`src/rtl/medyan_dagitici_pkg.sv`:
```
// Shared constants and slot state encoding for the median scheduler.
// Watchdog feature macro: MEDYAN_ZAMAN_ASIMI_EN
package medyan_dagitici_pkg;

    localparam int unsigned PENCERE_PIXEL = 9;
    localparam int unsigned SAYAC_BIT     = 4;

    typedef enum logic [1:0] {
        BOS   = 2'd0,
        YUKLE = 2'd1,
        BEKLE = 2'd2,
        SONUC = 2'd3
    } yuva_durum_t;

endpackage

```
`src/rtl/medyan_yuva.sv`:
```
// One scheduler slot: latches a window, feeds its pixels serially to its
// median unit, waits for the result and holds it until it is drained.
// MEDYAN_ZAMAN_ASIMI_EN adds a per-slot watchdog while waiting for the unit.
module medyan_yuva
    import medyan_dagitici_pkg::*;
#(
    parameter int unsigned PIXEL_BIT = 8
`ifdef MEDYAN_ZAMAN_ASIMI_EN
    , parameter int unsigned ZAMAN_ASIMI = 64
`endif
) (
    input  logic                                 clk_i,
    input  logic                                 rst_i,
    input  logic                                 yukle_i,
    input  logic [PENCERE_PIXEL*PIXEL_BIT-1:0]   pencere_i,
    input  logic                                 hazir_i,
    input  logic [PIXEL_BIT-1:0]                 medyan_i,
    input  logic                                 bosalt_i,
    output yuva_durum_t                          durum_o,
    output logic                                 etkin_o,
    output logic [PIXEL_BIT-1:0]                 sayi_o,
    output logic [PIXEL_BIT-1:0]                 sonuc_o,
    output logic                                 hata_c
);

    localparam int unsigned PENCERE_BIT = PENCERE_PIXEL * PIXEL_BIT;

    yuva_durum_t              durum_q, durum_d;
    logic [PENCERE_BIT-1:0]   kaydirma_q, kaydirma_d;
    logic [SAYAC_BIT-1:0]     sayac_q, sayac_d;
    logic                     etkin_q, etkin_d;
    logic [PIXEL_BIT-1:0]     sayi_q, sayi_d;
    logic [PIXEL_BIT-1:0]     sonuc_q, sonuc_d;

`ifdef MEDYAN_ZAMAN_ASIMI_EN
    localparam int unsigned BEKCI_BIT = $clog2(ZAMAN_ASIMI + 1);
    logic [BEKCI_BIT-1:0]     bekci_q, bekci_d;
`endif

    // State and datapath registers.
    always_ff @(posedge clk_i) begin
        if (rst_i) begin
            durum_q    <= BOS;
            kaydirma_q <= '0;
            sayac_q    <= '0;
            etkin_q    <= 1'b0;
            sayi_q     <= '0;
            sonuc_q    <= '0;
`ifdef MEDYAN_ZAMAN_ASIMI_EN
            bekci_q    <= '0;
`endif
        end else begin
            durum_q    <= durum_d;
            kaydirma_q <= kaydirma_d;
            sayac_q    <= sayac_d;
            etkin_q    <= etkin_d;
            sayi_q     <= sayi_d;
            sonuc_q    <= sonuc_d;
`ifdef MEDYAN_ZAMAN_ASIMI_EN
            bekci_q    <= bekci_d;
`endif
        end
    end

    // Next state: byte 0 goes out the cycle after accept, then one byte per
    // cycle until the ninth; the strobe and pixel are zero outside the feed.
    always_comb begin
        durum_d    = durum_q;
        kaydirma_d = kaydirma_q;
        sayac_d    = sayac_q;
        etkin_d    = 1'b0;
        sayi_d     = '0;
        sonuc_d    = sonuc_q;
        hata_c     = 1'b0;
`ifdef MEDYAN_ZAMAN_ASIMI_EN
        bekci_d    = '0;
`endif
        unique case (durum_q)
            BOS: begin
                if (yukle_i) begin
                    durum_d    = YUKLE;
                    etkin_d    = 1'b1;
                    sayi_d     = pencere_i[PIXEL_BIT-1:0];
                    kaydirma_d = pencere_i >> PIXEL_BIT;
                    sayac_d    = SAYAC_BIT'(1);
                end
            end
            YUKLE: begin
                if (sayac_q == SAYAC_BIT'(PENCERE_PIXEL)) begin
                    durum_d = BEKLE;
                end else begin
                    etkin_d    = 1'b1;
                    sayi_d     = kaydirma_q[PIXEL_BIT-1:0];
                    kaydirma_d = kaydirma_q >> PIXEL_BIT;
                    sayac_d    = sayac_q + SAYAC_BIT'(1);
                end
            end
            BEKLE: begin
                if (hazir_i) begin
                    sonuc_d = medyan_i;
                    durum_d = SONUC;
                end
`ifdef MEDYAN_ZAMAN_ASIMI_EN
                else if (bekci_q == BEKCI_BIT'(ZAMAN_ASIMI - 1)) begin
                    sonuc_d = '0;
                    durum_d = SONUC;
                    hata_c  = 1'b1;
                end else begin
                    bekci_d = bekci_q + BEKCI_BIT'(1);
                end
`endif
            end
            SONUC: begin
                if (bosalt_i) begin
                    durum_d = BOS;
                end
            end
        endcase
        // A result strobe outside BEKLE is dropped and reported.
        if (hazir_i && (durum_q != BEKLE)) begin
            hata_c = 1'b1;
        end
    end

    assign durum_o = durum_q;
    assign etkin_o = etkin_q;
    assign sayi_o  = sayi_q;
    assign sonuc_o = sonuc_q;

endmodule

```
`src/rtl/medyan_dagitici.sv`:
```
// Median scheduler: distributes 3x3 windows round-robin over BIRIM_SAYISI
// median units and returns their results in window-arrival order.
// Optional watchdog: define MEDYAN_ZAMAN_ASIMI_EN.
module medyan_dagitici
    import medyan_dagitici_pkg::*;
#(
    parameter int unsigned BIRIM_SAYISI = 10,
    parameter int unsigned PIXEL_BIT    = 8,
    parameter int unsigned ZAMAN_ASIMI  = 64
) (
    input  logic                                   clk_i,
    input  logic                                   rst_i,
    input  logic                                   pencere_gecerli_i,
    input  logic [PENCERE_PIXEL*PIXEL_BIT-1:0]     pencere_i,
    output logic                                   pencere_hazir_o,
    output logic [BIRIM_SAYISI-1:0]                birim_etkin_o,
    output logic [BIRIM_SAYISI*PIXEL_BIT-1:0]      birim_sayi_o,
    input  logic [BIRIM_SAYISI*PIXEL_BIT-1:0]      birim_medyan_i,
    input  logic [BIRIM_SAYISI-1:0]                birim_hazir_i,
    output logic                                   cikis_gecerli_o,
    input  logic                                   cikis_hazir_i,
    output logic [PIXEL_BIT-1:0]                   pixel_o,
    output logic [$clog2(BIRIM_SAYISI+1)-1:0]      doluluk_o,
    output logic                                   hata_o
);

    localparam int unsigned PTR_BIT     = $clog2(BIRIM_SAYISI);
    localparam int unsigned DOLULUK_BIT = $clog2(BIRIM_SAYISI + 1);

    logic [PTR_BIT-1:0]      giris_ptr_q, cikis_ptr_q;
    logic [DOLULUK_BIT-1:0]  doluluk_q;
    logic                    hata_q;

    yuva_durum_t             durum [BIRIM_SAYISI];
    logic [PIXEL_BIT-1:0]    sonuc [BIRIM_SAYISI];
    logic [BIRIM_SAYISI-1:0] yukle, bosalt, yuva_hata;
    logic                    kabul, teslim;

    // Without the watchdog the limit has no effect; a zero limit is never valid.
    if (ZAMAN_ASIMI == 0) begin : g_gecersiz_zaman_asimi
    end

    // Handshakes are decided purely from registered slot state.
    assign pencere_hazir_o = (durum[giris_ptr_q] == BOS);
    assign cikis_gecerli_o = (durum[cikis_ptr_q] == SONUC);
    assign pixel_o         = sonuc[cikis_ptr_q];
    assign kabul           = pencere_gecerli_i && pencere_hazir_o;
    assign teslim          = cikis_gecerli_o && cikis_hazir_i;
    assign doluluk_o       = doluluk_q;
    assign hata_o          = hata_q;

    // Slot array; only the slot under the matching pointer sees accept/drain.
    for (genvar j = 0; j < BIRIM_SAYISI; j++) begin : g_yuva
        assign yukle[j]  = kabul  && (giris_ptr_q == PTR_BIT'(j));
        assign bosalt[j] = teslim && (cikis_ptr_q == PTR_BIT'(j));

        medyan_yuva #(
            .PIXEL_BIT   (PIXEL_BIT)
`ifdef MEDYAN_ZAMAN_ASIMI_EN
            , .ZAMAN_ASIMI (ZAMAN_ASIMI)
`endif
        ) u_yuva (
            .clk_i     (clk_i),
            .rst_i     (rst_i),
            .yukle_i   (yukle[j]),
            .pencere_i (pencere_i),
            .hazir_i   (birim_hazir_i[j]),
            .medyan_i  (birim_medyan_i[j*PIXEL_BIT +: PIXEL_BIT]),
            .bosalt_i  (bosalt[j]),
            .durum_o   (durum[j]),
            .etkin_o   (birim_etkin_o[j]),
            .sayi_o    (birim_sayi_o[j*PIXEL_BIT +: PIXEL_BIT]),
            .sonuc_o   (sonuc[j]),
            .hata_c    (yuva_hata[j])
        );
    end

    // Round-robin input and output pointers.
    always_ff @(posedge clk_i) begin
        if (rst_i) begin
            giris_ptr_q <= '0;
            cikis_ptr_q <= '0;
        end else begin
            if (kabul) begin
                giris_ptr_q <= (giris_ptr_q == PTR_BIT'(BIRIM_SAYISI - 1)) ?
                               '0 : giris_ptr_q + PTR_BIT'(1);
            end
            if (teslim) begin
                cikis_ptr_q <= (cikis_ptr_q == PTR_BIT'(BIRIM_SAYISI - 1)) ?
                               '0 : cikis_ptr_q + PTR_BIT'(1);
            end
        end
    end

    // Occupancy: accept and drain in the same cycle cancel out.
    always_ff @(posedge clk_i) begin
        if (rst_i) begin
            doluluk_q <= '0;
        end else begin
            unique case ({kabul, teslim})
                2'b10:   doluluk_q <= doluluk_q + DOLULUK_BIT'(1);
                2'b01:   doluluk_q <= doluluk_q - DOLULUK_BIT'(1);
                default: doluluk_q <= doluluk_q;
            endcase
        end
    end

    // Sticky error collecting spurious result strobes and watchdog expiries.
    always_ff @(posedge clk_i) begin
        if (rst_i) begin
            hata_q <= 1'b0;
        end else begin
            hata_q <= hata_q | (|yuva_hata);
        end
    end

endmodule
```
`config.mk`:
```
export PLATFORM = sky130hd
export DESIGN_NAME = medyan_dagitici
export DESIGN_NICKNAME = d
export VERILOG_FILES = /design/src/rtl/medyan_dagitici_pkg.sv /design/src/rtl/medyan_yuva.sv /design/src/rtl/medyan_dagitici.sv
export SDC_FILE = /design/constraint.sdc
export NUM_CORES = 2
export LEC_CHECK = 0
export CORE_MARGIN = 3
export CORE_UTILIZATION = 50
export CTS_CLUSTER_SIZE = 8
export DETAILED_ROUTE_END_ITERATION = 7
export MAX_ROUTING_LAYER = met4
export PLACE_DENSITY = 0.78
export SLEW_MARGIN = 10
export SYNTH_ARGS = -nofsm -noshare
export SYNTH_HDL_FRONTEND = slang
export SYNTH_SLANG_ARGS = --single-unit
```
`constraint.sdc`:
```
create_clock -name clk_i -period 4.7 [get_ports clk_i]
set_input_delay 0.47 -clock clk_i [delete_from_list [all_inputs] [get_ports clk_i]]
set_output_delay 0.47 -clock clk_i [all_outputs]
set_load 0.05 [all_outputs]
```
==> metrics.txt <==
P_sw 9.66 mW; wire per inst 23.1 um; Post-Synthesis Mean Instance Area 9.23 um2; routed vias/inst 6.07; most frequent cells in the layout dfxtp_1, nor2_1, mux2i_1; crit path kind flop to output port; worst min path class input port to flop; min-delay src rst_i; Final Wtd Congestion 0.933; largest net degree at the start of global routing 225; Sw Ratio 36.3%; max-capacitance violation count 0; clock root buffer clkbuf_16; Die Span X 285 um; maximum clock path buffer count 3; relative slew slack 17.8%; worst skew pair latency 0.70 ns; initial drt markers 2996; CTS H-tree depth 3; Fin. Hold Viols 0; crit-path max FO 13; Inserted Clock Buffers 121; Site Rows 101; DRC viols 0; hold depth 2; Top FF cell, synth dfxtp_1; Syn-to-layout area delta 16.4%; CP required 4.23 ns; DPL Wire Length 82.6 mm; DRT Pass-1 Iters 6; status completed; Ys Warns 0; Comb power frac 32.5%; Endpoint, Worst Hold g_yuva[4].u_yuva.sayac_q[0]$_SDFFE_PP0P_; Final setup viols 0; leakage 14.4 nW; commonest non-fill, non-tap cell in the layout dfxtp_1; FFs w/ async S/R, synth 0%; Global Route Usage Sum 29.8%; post-route minimum period 4.15 ns; Starting Density 50.8%; post-CTS sizing 0; first-pass GRT wire length 184 mm; Post-synth EDFFs 0; startpoint types flop; post-synth net total 4431; number of global-route vias before repair 30.5k; internal power component 16.9 mW; Nets 4456; vias 32.0k; Routed Antenna Nets 0; die area 80900 um2; Period Utilization, post-route 88.3%; DP Cell Count 5133; Crit. Startpoint cikis_ptr_q[1]$_SDFFE_PP0P_; critical path arrival 3.68 ns; RSZ-0062 raised after global routing no; Tot Pwr 26.6 mW; WL final 122 mm; Peak VDD IR 0.392 mV; Hold Buf Count CTS 0; area of the core 76300 um2; sequential power share 38.5%; worst reg2reg setup slack 0.90 ns; fraction of layout cells with a size suffix above 1 5.97%; Finished Layout Cells 5274; gr ovfl total 0; clock-pin slew on the worst setup and hold paths 0.05 ns; fmax 241 MHz; Fin Setup TNS 0 ns; Port Buffers 270; worst r2r src cikis_ptr_q[1]$_SDFFE_PP0P_; initial antenna violation count 5; Gate Count Post-Synth 4201; CTS tree done; post-CTS setup buffers 0; r2r endpoint doluluk_o[3]$_SDFFE_PP0P_; Worst setup EP type output port; clk_skew 0.0559 ns; Clk pwr share 29.0%; count of cell types in the netlist 69; share of the yosys chip area belonging to registers 45.6%; flip-flop and latch count after synthesis 883; Fillers 6419; Reg2Reg Depth 12; measured slew at the worst slew-check pin 1.23 ns; Syn Std Cell Area 38800 um2; num ports 271; clk sinks 883; Slew Limit Fails 0; P per Cell Area 590 nW/um2; die height 285 um
-- worst max-delay path by stage --
stage | to
floorplan | pixel_o[0]
global placement | doluluk_o[3]$_SDFFE_PP0P_
detailed placement | doluluk_o[3]$_SDFFE_PP0P_
CTS | cikis_gecerli_o
global route | pixel_o[5]
finish | cikis_gecerli_o
-- cells by family after synthesis --
logic type,Yosys count,synth area share [%]
buffers and inverters,495,5.08
AOI/OAI and AO/OA,959,17.8
muxes,607,16.4
and+or+nand+nor,1170,12.6
adders and majority gates,64,2.08
DFF,883,45.6
xor gates and xnor gates,23,0.519
-- layout make-up --
class,instances,area (um2),share of cell area [%]
Multi-Input combinational cell,2823,19400,43.0
Sequential cell,883,17700,39.2
Timing Repair Buffer,333,3280,7.27
Clock buffer,128,3090,6.84
Tap cell,1030,1290,2.86
Inverter,64,240,0.532
Clock inverter,7,158,0.349
Antenna cell,6,15.0,0.0333
-- sequential cells by signal, summed over array words and instances, names as in the netlist --
signal,cells
doluluk_o,4
cikis_ptr_q,4
g_yuva.u_yuva.sayac_q,40
g_yuva.u_yuva.sonuc_o,80
g_yuva.u_yuva.etkin_o,10
g_yuva.u_yuva.durum_o,20
g_yuva.u_yuva.sayi_o,80
g_yuva.u_yuva.kaydirma_q,640
hata_o,1
giris_ptr_q,4
-- synthesized netlist by cell type, types with 7 or more instances --
cell type	number	area [um2]
nand3b_1	9	67.6
mux4_2	22	495
nor2_1	804	3020
nor2b_1	9	56.3
nand2_1	138	518
o2111ai_1	7	61.3
o21ai_0	38	190
buf_6	7	78.8
inv_1	64	240
buf_2	17	85.1
a211oi_1	566	4250
a21o_1	8	60.1
xor2_1	13	114
a21oi_1	110	551
buf_1	121	454
a211o_1	7	61.3
nor3b_1	8	60.1
nand4_1	12	75.1
a22oi_1	168	1260
buf_4	10	75.1
ha_1	63	788
nor3_1	33	165
xnor2_1	10	87.6
dfxtp_1	883	17700
nand3_1	98	490
mux2i_1	584	5850
and2_1	8	50.1
clkbuf_1	276	1040
or3_1	8	50.1
-- power by group through the flow --
stage / clock [mW] / combinational (mW) / sequential (mW)
floorplan: 0 / 6.16 / 10.1
global placement: 0 / 8.24 / 10.3
detailed placement: 0 / 8.41 / 10.4
CTS: 7.78 / 8.52 / 10.2
global route: 8.10 / 9.35 / 10.4
finish: 7.71 / 8.64 / 10.3
-- per-stage QoR --
step | setup slack, ns | hold slack, ns | instance area (um2) | util (%)
floorplan | 1.33 | 0.433 | 38800 | -
global placement | 1.01 | 0.441 | 41900 | 54.9
detailed placement | 0.914 | 0.447 | 41900 | 54.9
CTS | 0.557 | 0.317 | 45100 | 59.1
global route | 0.353 | 0.351 | 45100 | 59.1
finish | 0.550 | 0.333 | 45100 | 59.1
-- critical path, stage by stage (launching register included) --
cell and delay (ns):
dfxtp_1 0.67, mux4_2 0.57, and2_0 0.16, o31a_1 0.28, nor2_1 0.40, inv_1 0.15, clkdlybuf4s50_1 0.76
-- metal layers --
metal	GRT usage [%]	up-vias	part of all wire, %
li1	-	15100	-
met1	37.2	15300	42
met2	46.6	1320	46
met3	4.50	303	6.8
met4	15.9	0	5.6
met5	-	-	0
Power figures use the tool's default switching activity.
